--- config.mk ---
export PLATFORM = sky130hd
export DESIGN_NAME = arpas_frame_collector
export DESIGN_NICKNAME = d
export VERILOG_FILES = /design/src/rtl/arpas_pkg.sv /design/src/rtl/arpas_frame_collector_sync2.sv /design/src/rtl/arpas_frame_collector.sv
export SDC_FILE = /design/constraint.sdc
export NUM_CORES = 1
export LEC_CHECK = 0
export ABC_AREA = 1
export BUFFER_PORTS_ARGS = -buffer_cell sky130_fd_sc_hd__buf_2
export CAP_MARGIN = 20
export CELL_PAD_IN_SITES_DETAIL_PLACEMENT = 1
export CELL_PAD_IN_SITES_GLOBAL_PLACEMENT = 1
export CORE_AREA = 4 4 109 111
export DETAILED_ROUTE_END_ITERATION = 7
export DIE_AREA = 0 0 113 115
export GPL_TIMING_DRIVEN = 1
export HOLD_SLACK_MARGIN = 0.03
export PLACE_DENSITY_LB_ADDON = 0.3
export SYNTH_ARGS = -nofsm -noshare
export SYNTH_HDL_FRONTEND = slang
export SYNTH_SLANG_ARGS = --single-unit
export TNS_END_PERCENT = 30
--- constraint.sdc ---
create_clock -name c -period 2.5 [get_ports c]
set_input_delay 0.25 -clock c [delete_from_list [all_inputs] [get_ports c]]
set_output_delay 0.25 -clock c [all_outputs]
set_load 0.02 [all_outputs]
--- src/rtl/arpas_pkg.sv ---
// ---------------------------------------------------------------------------
// arpas_pkg
// Shared types and constants for the ARPAS frame collector slice.
//   CW_DEFAULT : default per-channel count width in bits
//   N_CH       : number of demux channels collected per frame
//   chan_t     : 2-bit channel index carried alongside each output word
//   state_t    : collector FSM states (IDLE = buffer empty, SEND = frame held)
// ---------------------------------------------------------------------------
package arpas_pkg;

   localparam int CW_DEFAULT = 8;
   localparam int N_CH       = 4;

   typedef logic [1:0] chan_t;

   typedef enum logic {
      IDLE = 1'b0,
      SEND = 1'b1
   } state_t;

endpackage

--- src/rtl/arpas_frame_collector_sync2.sv ---
// ---------------------------------------------------------------------------
// arpas_sync2
// Plain two-flop synchronizer for a single asynchronous bit.
//   c : destination clock
//   r : asynchronous active-high reset (both stages cleared)
//   d : asynchronous input
//   q : synchronized output, two c edges after d settles
// Every input of the collector goes through an identical copy so that the
// step strobe and the channel bits keep the same latency.
// ---------------------------------------------------------------------------
module arpas_sync2 (
   input  logic c,
   input  logic r,
   input  logic d,
   output logic q
);

   logic meta_q, meta_d;
   logic sync_q, sync_d;

   always_comb begin
      meta_d = d;
      sync_d = meta_q;
   end

   always_ff @(posedge c or posedge r) begin
      if (r) begin
         meta_q <= 1'b0;
         sync_q <= 1'b0;
      end else begin
         meta_q <= meta_d;
         sync_q <= sync_d;
      end
   end

   assign q = sync_q;

endmodule

--- src/rtl/arpas_frame_collector.sv ---
// ---------------------------------------------------------------------------
// arpas_frame_collector
// Counts, per demux channel, the c cycles that channel is high during one
// frame (four rising edges of the step strobe inc). At the end of a frame
// the four counts are copied into a buffer and streamed out as four words
// (channel 0..3) over a valid/ready handshake. A frame that completes while
// the previous one is still being sent is dropped and flagged in overrun.
//   c                     : clock
//   r                     : asynchronous active-high reset
//   inc                   : step strobe, asynchronous to c
//   ch00, ch01, ch10, ch11: demux outputs, asynchronous to c
//   out_data/out_chan     : offered word and its channel index
//   out_valid/out_ready   : output handshake
//   overrun               : sticky dropped-frame flag, cleared only by reset
// ---------------------------------------------------------------------------
module arpas_frame_collector
   import arpas_pkg::*;
#(
   parameter int CW = CW_DEFAULT
) (
   input  logic          c,
   input  logic          r,
   input  logic          inc,
   input  logic          ch00,
   input  logic          ch01,
   input  logic          ch10,
   input  logic          ch11,
   output logic [CW-1:0] out_data,
   output chan_t         out_chan,
   output logic          out_valid,
   input  logic          out_ready,
   output logic          overrun
);

   logic        inc_s;
   logic [3:0]  ch_s;

   arpas_sync2 u_sync_inc  (.c(c), .r(r), .d(inc),  .q(inc_s));
   arpas_sync2 u_sync_ch00 (.c(c), .r(r), .d(ch00), .q(ch_s[0]));
   arpas_sync2 u_sync_ch01 (.c(c), .r(r), .d(ch01), .q(ch_s[1]));
   arpas_sync2 u_sync_ch10 (.c(c), .r(r), .d(ch10), .q(ch_s[2]));
   arpas_sync2 u_sync_ch11 (.c(c), .r(r), .d(ch11), .q(ch_s[3]));

   logic          inc_prev_q, inc_prev_d;
   logic          edge_q, edge_d;
   logic [1:0]    step_q, step_d;
   logic [CW-1:0] live_q [N_CH];
   logic [CW-1:0] live_d [N_CH];
   logic [CW-1:0] buf_q  [N_CH];
   logic [CW-1:0] buf_d  [N_CH];
   state_t        state_q, state_d;
   chan_t         k_q, k_d;
   logic          out_valid_q, out_valid_d;
   logic [CW-1:0] out_data_q, out_data_d;
   chan_t         out_chan_q, out_chan_d;
   logic          overrun_q, overrun_d;

   logic          frame_done;
   logic          handshake;
   logic          last_hs;

   // Next-state logic. The detected inc edge is registered once (edge_q),
   // which together with the two synchronizer stages and the output register
   // gives four c cycles from a settled inc edge to out_valid.
   always_comb begin
      inc_prev_d = inc_s;
      edge_d     = inc_s & ~inc_prev_q;

      frame_done = edge_q && (step_q == 2'd3);
      step_d     = edge_q ? step_q + 2'd1 : step_q;

      // On frame_done the counter restarts from this cycle's channel bit, so
      // the cycle that closes the frame belongs to the next frame.
      for (int i = 0; i < N_CH; i++) begin
         if (frame_done) begin
            live_d[i] = {{(CW-1){1'b0}}, ch_s[i]};
         end else if (ch_s[i] && (live_q[i] != {CW{1'b1}})) begin
            live_d[i] = live_q[i] + CW'(1);
         end else begin
            live_d[i] = live_q[i];
         end
      end

      handshake = (state_q == SEND) && out_ready;
      last_hs   = handshake && (k_q == 2'd3);

      state_d   = state_q;
      k_d       = k_q;
      buf_d     = buf_q;
      overrun_d = overrun_q;

      unique case (state_q)
         IDLE: begin
            if (frame_done) begin
               buf_d   = live_q;
               state_d = SEND;
               k_d     = 2'd0;
            end
         end
         SEND: begin
            if (handshake) begin
               k_d = k_q + 2'd1;
            end
            // A frame finishing exactly on the last handshake is taken
            // straight into the buffer instead of being dropped.
            if (last_hs) begin
               if (frame_done) begin
                  buf_d   = live_q;
                  state_d = SEND;
                  k_d     = 2'd0;
               end else begin
                  state_d = IDLE;
               end
            end else if (frame_done) begin
               overrun_d = 1'b1;
            end
         end
         default: begin
            state_d = IDLE;
         end
      endcase

      out_valid_d = (state_d == SEND);
      out_data_d  = (state_d == SEND) ? buf_d[k_d] : '0;
      out_chan_d  = (state_d == SEND) ? k_d : 2'd0;
   end

   // All state, including the registered outputs, in one clocked block.
   always_ff @(posedge c or posedge r) begin
      if (r) begin
         inc_prev_q  <= 1'b0;
         edge_q      <= 1'b0;
         step_q      <= 2'd0;
         for (int i = 0; i < N_CH; i++) begin
            live_q[i] <= '0;
            buf_q[i]  <= '0;
         end
         state_q     <= IDLE;
         k_q         <= 2'd0;
         out_valid_q <= 1'b0;
         out_data_q  <= '0;
         out_chan_q  <= 2'd0;
         overrun_q   <= 1'b0;
      end else begin
         inc_prev_q  <= inc_prev_d;
         edge_q      <= edge_d;
         step_q      <= step_d;
         live_q      <= live_d;
         buf_q       <= buf_d;
         state_q     <= state_d;
         k_q         <= k_d;
         out_valid_q <= out_valid_d;
         out_data_q  <= out_data_d;
         out_chan_q  <= out_chan_d;
         overrun_q   <= overrun_d;
      end
   end

   assign out_valid = out_valid_q;
   assign out_data  = out_data_q;
   assign out_chan  = out_chan_q;
   assign overrun   = overrun_q;

endmodule
==> metrics.log, run 1 <==
INFO  metric worst_pin_slew = 0.778 ns
INFO  metric pin_count = 20
INFO  metric floorplan.die_area = 13,000 um^2
INFO  metric final_cell_utilization_of_the_core = 0.456
INFO  metric final_max_slew_viol_count = 0
INFO  metric timing.max_cap.violations = 0
INFO  metric floorplan.initialDensity = 0.420
INFO  metric synth-seq-area-share = 0.508
INFO  metric p_leak = 2.61 nW
INFO  metric netlist_instances = 559
INFO  metric place.gp.congestion = 0.804
INFO  metric final.setup_skew = 0.00946 ns
INFO  metric crit_required = 2.74 ns
INFO  metric ant_nets = 0
INFO  metric first_pass_grt_wire_length = 19.1 mm
INFO  metric ys_ff_latch = 92
INFO  metric startpoint_type = flip-flop
INFO  metric leading_cell_types_in_the_layout_fill_and_taps_excluded = sky130_fd_sc_hd__nand2_1, sky130_fd_sc_hd__inv_1, sky130_fd_sc_hd__dfrtp_1
INFO  metric crit_chain = ha_1 > nand2_4 > clkinv_4 > nand2_4 > nand2_1 > o21ai_1 > nand2_1 > nand3_1 > a21oi_1
INFO  metric largest_delay_contributor_family_on_the_critical_path = simple AND/OR/NAND/NOR gates
INFO  metric synth.avg_cell_area = 8.11 um^2
INFO  metric worst_setup_hold_path_clk_slew = 0.08 ns
INFO  metric grt_max_degree = 61
INFO  metric clock_tree.root_cell = sky130_fd_sc_hd__clkbuf_8
INFO  metric synth_fp_nets = 573
INFO  metric drt_pass1_iterations = 5
INFO  metric global_route.usage.total = 0.184
INFO  metric placed_cells = 705
INFO  metric yosysUniqueCellTypes = 32
INFO  metric worst_setup_slack_before_clock_tree_synthesis = 0.448 ns
INFO  metric num_rows = 38
INFO  metric critPathBufInv = 1
INFO  metric min_delay_path_class = reg -> reg
INFO  metric dp_hpwl = 7.87 mm
INFO  metric power.ir.vdd_worst = 0.000504 V
INFO  metric mostFrequentLayoutCell = sky130_fd_sc_hd__nand2_1
INFO  metric worst_path_largest_cell_delay = 0.40 ns
INFO  metric die_w = 113 um
INFO  metric grt_antenna_before_repair = 0
INFO  metric max_freq = 484 MHz
INFO  metric finalNonFillerCells = 727
INFO  metric clkLatencyLatePin = 0.37 ns
INFO  metric slew_headroom = 0.481
INFO  metric end_kind = flip-flop
INFO  metric finish.net_count = 596
INFO  metric post-cts-setup-buffer-count = 0
INFO  metric chip_height = 115 um
INFO  metric timing.critical_path.arrival = 2.31 ns
INFO  metric port_buffers = 19
INFO  metric rsz0062_at_grt = no
INFO  metric drive_gt1_frac = 0.102
INFO  metric post_layout_minimum_cycle_time = 2.07 ns
INFO  metric post_drt_wl_per_cell = 15.1 um
INFO  metric fillers = 1,343
INFO  metric slowest_stage = sky130_fd_sc_hd__dfrtp_1
INFO  metric area_growth = 8.61%
INFO  metric num_vias = 3,582
INFO  metric total_clock_buffers_created_by_cts = 9
INFO  metric synth-warning-count = 0
INFO  metric p_per_area = 1120 nW/um^2
INFO  metric setup_viol_count_final = 0
INFO  metric timing_worst_setup_path_type = reg -> reg
INFO  metric detail_route.wirelength = 10.9 mm
INFO  metric first_global_vias = 3,888
INFO  metric fp.coreArea = 10,800 um^2
INFO  metric cts_max_level = 3
INFO  metric result_of_the_run = finished, final reports clean
INFO  metric clock_tree.buffer_depth = 2
INFO  metric layout_worst_path_cycle_share = 0.826
INFO  metric post-route-drc-count = 0
INFO  metric initialDrtViolationCount = 137
INFO  metric total_power = 5.50 mW
INFO  metric final.setup.worst_slack = 0.434 ns
INFO  metric vias_per_cell = 4.93
INFO  metric timing.final.hold_violations = 0
INFO  metric timing.setup.tns = 0 ns
INFO  metric grt_remaining_overflow = 0
INFO  metric cp_max_fo = 40
INFO  metric cts_sinks = 92
INFO  metric tritoncts_clock_tree = built
INFO  metric post_synth_instance_area = 4530 um^2
INFO  metric antenna_diode_count = 0
[worst paths after layout]
check                           cells after the start               start                 end  slack [ns]
worst max-delay path                                9           step_q[0]         out_data[4]        0.43
worst min-delay path                                0  u_sync_ch00.meta_q       u_sync_ch00.q        0.35
worst max register to register                      9           step_q[0]         out_data[4]        0.43
worst min register to register                      0  u_sync_ch00.meta_q       u_sync_ch00.q        0.35
max in group asynchronous                           4                   r          live_q[15]        1.30
min in group asynchronous                           4                   r  u_sync_ch00.meta_q        0.55
[cell families (layout without fill, tap and decap cells)]
group	Yosys count	after routing	synth area share
adder cells (fa/ha/maj)	6	6	0.0166
flip-flops	92	92	0.508
AND/OR/NAND/NOR	262	262	0.262
buffers and inverters	131	159	0.126
AO/OA/AOI/OAI	59	59	0.0695
multiplexers	1	1	0.00248
XOR/XNOR	8	8	0.0155
[worst register-to-register path, cell delays in order, from the launching register on]
cell and delay (ns):
sky130_fd_sc_hd__dfrtp_1 0.40, sky130_fd_sc_hd__ha_1 0.23, sky130_fd_sc_hd__nand2_4 0.19, sky130_fd_sc_hd__clkinv_4 0.18, sky130_fd_sc_hd__nand2_4 0.38, sky130_fd_sc_hd__nand2_1 0.10, sky130_fd_sc_hd__o21ai_1 0.17, sky130_fd_sc_hd__nand2_1 0.13
sky130_fd_sc_hd__nand3_1 0.10, sky130_fd_sc_hd__a21oi_1 0.06
[cell type report]
class / count / area, um^2 / share of cell area
sequential: 92 / 2300 / 0.467
multi-input combinational: 336 / 1660 / 0.337
inverter: 114 / 438 / 0.0889
timing repair buffer: 29 / 185 / 0.0376
tap: 140 / 175 / 0.0356
clock buffer: 14 / 153 / 0.0310
clock inverter: 2 / 10.0 / 0.00203
[power breakdown]
part           total, mW  switching, mW  leakage [nW]  internal [mW]
logic               2.29           1.55          1.41          0.733
clock network      0.905          0.516        0.0844          0.388
registers           2.31          0.304          1.11           2.01
[layer usage]
layer | share of wire | global-route usage | vias to the layer above
met5 | 0 | 0 | -
met4 | 0.015 | 0.0785 | 0
met3 | 0.020 | 0.0263 | 13
met2 | 0.50 | 0.308 | 23
met1 | 0.46 | 0.241 | 1767
li1 | - | - | 1779
[cells in the mapped netlist]
| library cell | instances | area, um^2 |
|---|---|---|
| sky130_fd_sc_hd__buf_6 | 7 | 78.8 |
| sky130_fd_sc_hd__ha_1 | 6 | 75.1 |
| sky130_fd_sc_hd__nor3_1 | 9 | 45.0 |
| sky130_fd_sc_hd__nand2_2 | 5 | 31.3 |
| sky130_fd_sc_hd__nand4_1 | 1 | 6.26 |
| sky130_fd_sc_hd__inv_1 | 109 | 409 |
| sky130_fd_sc_hd__o211ai_1 | 1 | 7.51 |
| sky130_fd_sc_hd__a22oi_1 | 1 | 7.51 |
| sky130_fd_sc_hd__inv_2 | 2 | 7.51 |
| sky130_fd_sc_hd__mux2_2 | 1 | 11.3 |
| sky130_fd_sc_hd__nand2_1 | 118 | 443 |
| sky130_fd_sc_hd__dfrtp_1 | 92 | 2300 |
| sky130_fd_sc_hd__nand2_4 | 5 | 56.3 |
| sky130_fd_sc_hd__nor2_2 | 3 | 18.8 |
| sky130_fd_sc_hd__o21bai_1 | 1 | 7.51 |
| sky130_fd_sc_hd__nor2_1 | 31 | 116 |
| sky130_fd_sc_hd__buf_1 | 1 | 3.75 |
| sky130_fd_sc_hd__a21oi_1 | 19 | 95.1 |
| sky130_fd_sc_hd__nand3_2 | 2 | 20.0 |
| sky130_fd_sc_hd__nand3_4 | 1 | 17.5 |
| sky130_fd_sc_hd__o21ai_0 | 23 | 115 |
| sky130_fd_sc_hd__xor2_1 | 8 | 70.1 |
| sky130_fd_sc_hd__clkbuf_1 | 1 | 3.75 |
| sky130_fd_sc_hd__buf_2 | 4 | 20.0 |
| sky130_fd_sc_hd__buf_4 | 4 | 30.0 |
| sky130_fd_sc_hd__o21ai_1 | 10 | 50.1 |
| sky130_fd_sc_hd__a31oi_1 | 1 | 6.26 |
| sky130_fd_sc_hd__nand3_1 | 87 | 435 |
| sky130_fd_sc_hd__clkinv_4 | 1 | 8.76 |
| sky130_fd_sc_hd__a21oi_2 | 3 | 26.3 |
| sky130_fd_sc_hd__clkinv_1 | 1 | 3.75 |
| sky130_fd_sc_hd__clkinv_2 | 1 | 5.00 |
[what timing repair did]
action                    in CTS  in global routing
hold buffers                   6                  0
resized for setup              0                  0
hold endpoints to repair      37                  0
[through the flow]
stage          area, um^2  hold WS, ns
2_1_floorplan        4540        0.281
3_3_place_gp         4700        0.332
3_5_place_dp         4700        0.336
4_1_cts              4920        0.337
5_1_grt              4920        0.365
6_report             4920        0.352
[flip-flops by register name, indices dropped and copies added (netlist names), 2 cells and up]
register and flops:
buf_q 32, out_data 8, step_q 2, k_q 2, live_q 32, out_chan 2
Note: power is estimated with default switching activity, not from simulation.
==> run 2: changes to the inputs <==
--- a/config.mk
+++ b/config.mk
@@ -10,9 +10,9 @@
 export CAP_MARGIN = 20
 export CELL_PAD_IN_SITES_DETAIL_PLACEMENT = 1
 export CELL_PAD_IN_SITES_GLOBAL_PLACEMENT = 1
-export CORE_AREA = 4 4 109 111
+export CORE_AREA = 4 4 105 107
 export DETAILED_ROUTE_END_ITERATION = 7
-export DIE_AREA = 0 0 113 115
+export DIE_AREA = 0 0 109 111
 export GPL_TIMING_DRIVEN = 1
 export HOLD_SLACK_MARGIN = 0.03
 export PLACE_DENSITY_LB_ADDON = 0.3
==> constraint.sdc (replaced) <==
create_clock -name c -period 2.15 [get_ports c]
set_input_delay 0.215 -clock c [delete_from_list [all_inputs] [get_ports c]]
set_output_delay 0.215 -clock c [all_outputs]
set_load 0.02 [all_outputs]
==> metrics.log, run 2 (synthesis results as in run 1) <==
INFO  metric num_rows = 37 (-2.6%)
INFO  metric grt_remaining_overflow = 0 (unchanged)
INFO  metric post-route-drc-count = 0 (unchanged)
INFO  metric max_freq = 516 MHz (+6.7%)
INFO  metric timing.critical_path.arrival = 2.18 ns (-0.13 ns)
INFO  metric timing.max_cap.violations = 0 (unchanged)
INFO  metric hold_start = out_ready
INFO  metric post_layout_minimum_cycle_time = 1.94 ns (-0.130 ns)
INFO  metric crit_chain = ha_1 > nand2_4 > clkinv_4 > nand2_4 > buf_4 > nand2_1 > nand2_1 > nand2_1 > nand3_1 > a21oi_1
INFO  metric critPathMostFrequentCell = sky130_fd_sc_hd__nand2_1
INFO  metric end_kind = flip-flop
INFO  metric drive_gt1_frac = 0.118 (+0.0158)
INFO  metric pin_count = 20 (unchanged)
INFO  metric final_max_slew_viol_count = 0 (unchanged)
INFO  metric rsz0062_at_grt = no
INFO  metric die_w = 109 um (-3.5%)
INFO  metric grt_max_degree = 38 (-38%)
INFO  metric cts_max_level = 3 (unchanged)
INFO  metric clock_tree.root_cell = sky130_fd_sc_hd__clkbuf_8
INFO  metric dp_hpwl = 8.08 mm (+2.6%)
INFO  metric startpoint_type = flip-flop
INFO  metric finish.net_count = 602 (+1.0%)
INFO  metric ant_nets = 0 (unchanged)
INFO  metric initialDrtViolationCount = 117 (-15%)
INFO  metric post_drt_wl_per_cell = 15.4 um (+2.1%)
INFO  metric tritoncts_clock_tree = built
INFO  metric fp.coreArea = 10,100 um^2 (-6.1%)
INFO  metric cp_max_fo = 24 (-40%)
INFO  metric finalNonFillerCells = 729 (+0.28%)
INFO  metric p_leak = 2.66 nW (+2.0%)
INFO  metric r2r_start = step_q[0]
INFO  metric first_global_vias = 3,944 (+1.4%)
INFO  metric first_pass_grt_wire_length = 19.6 mm (+2.7%)
INFO  metric leading_cell_types_in_the_layout_fill_and_taps_excluded = sky130_fd_sc_hd__nand2_1, sky130_fd_sc_hd__inv_1, sky130_fd_sc_hd__dfrtp_1
INFO  metric port_buffers = 19 (unchanged)
INFO  metric timing_worst_setup_path_type = reg -> reg
INFO  metric setup_viol_count_final = 0 (unchanged)
INFO  metric area_growth = 11.4%
INFO  metric cts_sinks = 92 (unchanged)
INFO  metric vias_per_cell = 5.02 (+1.8%)
INFO  metric worst_pin_slew = 0.569 ns (-0.209 ns)
INFO  metric global_route.usage.total = 0.207 (+0.0227)
INFO  metric worst_setup_hold_path_clk_slew = 0.09 ns (about the same)
INFO  metric total_clock_buffers_created_by_cts = 9 (unchanged)
INFO  metric result_of_the_run = finished, final reports clean
INFO  metric num_vias = 3,658 (+2.1%)
INFO  metric drt_pass1_iterations = 4 (-1)
INFO  metric slowest_stage = sky130_fd_sc_hd__dfrtp_1
INFO  metric antenna_diode_count = 0 (unchanged)
INFO  metric clkLatencyLatePin = 0.37 ns (about the same)
INFO  metric timing.final.hold_violations = 0 (unchanged)
INFO  metric floorplan.die_area = 12,100 um^2 (-6.9%)
INFO  metric fillers = 1,222 (-9.0%)
INFO  metric clock_tree.buffer_depth = 2 (unchanged)
INFO  metric place.gp.congestion = 0.812 (+1.0%)
INFO  metric final.setup_skew = 0.00840 ns (-0.00106 ns)
INFO  metric critical_path_start = step_q[0]
INFO  metric total_power = 6.71 mW (+22%)
INFO  metric min_delay_path_class = in -> reg
INFO  metric detail_route.wirelength = 11.2 mm (+2.4%)
INFO  metric mostFrequentLayoutCell = sky130_fd_sc_hd__nand2_1
INFO  metric power.ir.vdd_worst = 0.000606 V (+20%)
INFO  metric layout_worst_path_cycle_share = 0.901 (+0.0742)
INFO  metric placed_cells = 707 (+0.28%)
INFO  metric grt_antenna_before_repair = 0 (unchanged)
INFO  metric slew_headroom = 0.617 (+0.135)
INFO  metric chip_height = 111 um (-3.5%)
INFO  metric crit_required = 2.40 ns (-0.34 ns)
INFO  metric p_per_area = 1330 nW/um^2 (+19%)
INFO  metric floorplan.initialDensity = 0.447 (+0.0271)
INFO  metric worst_path_largest_cell_delay = 0.40 ns (about the same)
INFO  metric timing.setup.tns = 0 ns (unchanged)
## run 2: worst max-delay path, delay by kind of cell, from the launching register on
family | cells | cell delay [ns]
buffers and inverters | 2 | 0.41
AND/OR/NAND/NOR | 6 | 0.68
AO/OA/AOI/OAI | 1 | 0.08
flip-flops | 1 | 0.40
adder cells (fa/ha/maj) | 1 | 0.23
## run 2: stage by stage
stage | area, um^2 | util | hold slack [ns] | setup slack [ns]
after detailed placement | 4780 | 0.471 | 0.307 | 0.230
final | 5050 | 0.498 | 0.285 | 0.214
after CTS | 5050 | 0.498 | 0.281 | 0.209
after global routing | 5050 | 0.498 | 0.299 | 0.00804
after global placement | 4780 | 0.471 | 0.304 | 0.276
after floorplan | 4540 | - | 0.246 | 0.642
## run 2: area by class of cell
class,count,area [um^2],area share
multi-input combinational,336,1660,0.329
sequential,92,2300,0.456
clock inverter,5,60.1,0.0119
inverter,114,438,0.0867
timing repair buffer,35,268,0.0530
clock buffer,11,151,0.0300
tap,136,170,0.0337
## run 2: repair_timing
action                    in CTS  in global routing
gates resized for setup        0                  0
hold buffers                   6                  0
hold endpoints to repair      26                  0
buffers inserted               0                  0
## run 2: report_power, final
part,switching [mW],internal [mW],total (mW)
Combinational,1.85,0.910,2.76
Clock,0.631,0.600,1.23
Sequential,0.382,2.34,2.72
## run 2: worst paths after layout
kind	to	slack [ns]	cells past startpoint
max	out_data[3]	0.21	10
min	overrun	0.28	4
max reg2reg	out_data[3]	0.21	10
min reg2reg	u_sync_ch10.q	0.35	0
max in group asynchronous	out_data[3]	1.15	4
min in group asynchronous	live_q[12]	0.44	3
## run 2: metal layers
metal	up-vias	global-route usage	part of all wire	wire, um
li1	1793	-	-	-
met1	1810	0.278	0.47	5250
met2	43	0.334	0.49	5470
met3	12	0.0507	0.029	324
met4	0	0.0497	0.015	165
met5	-	0	0	0
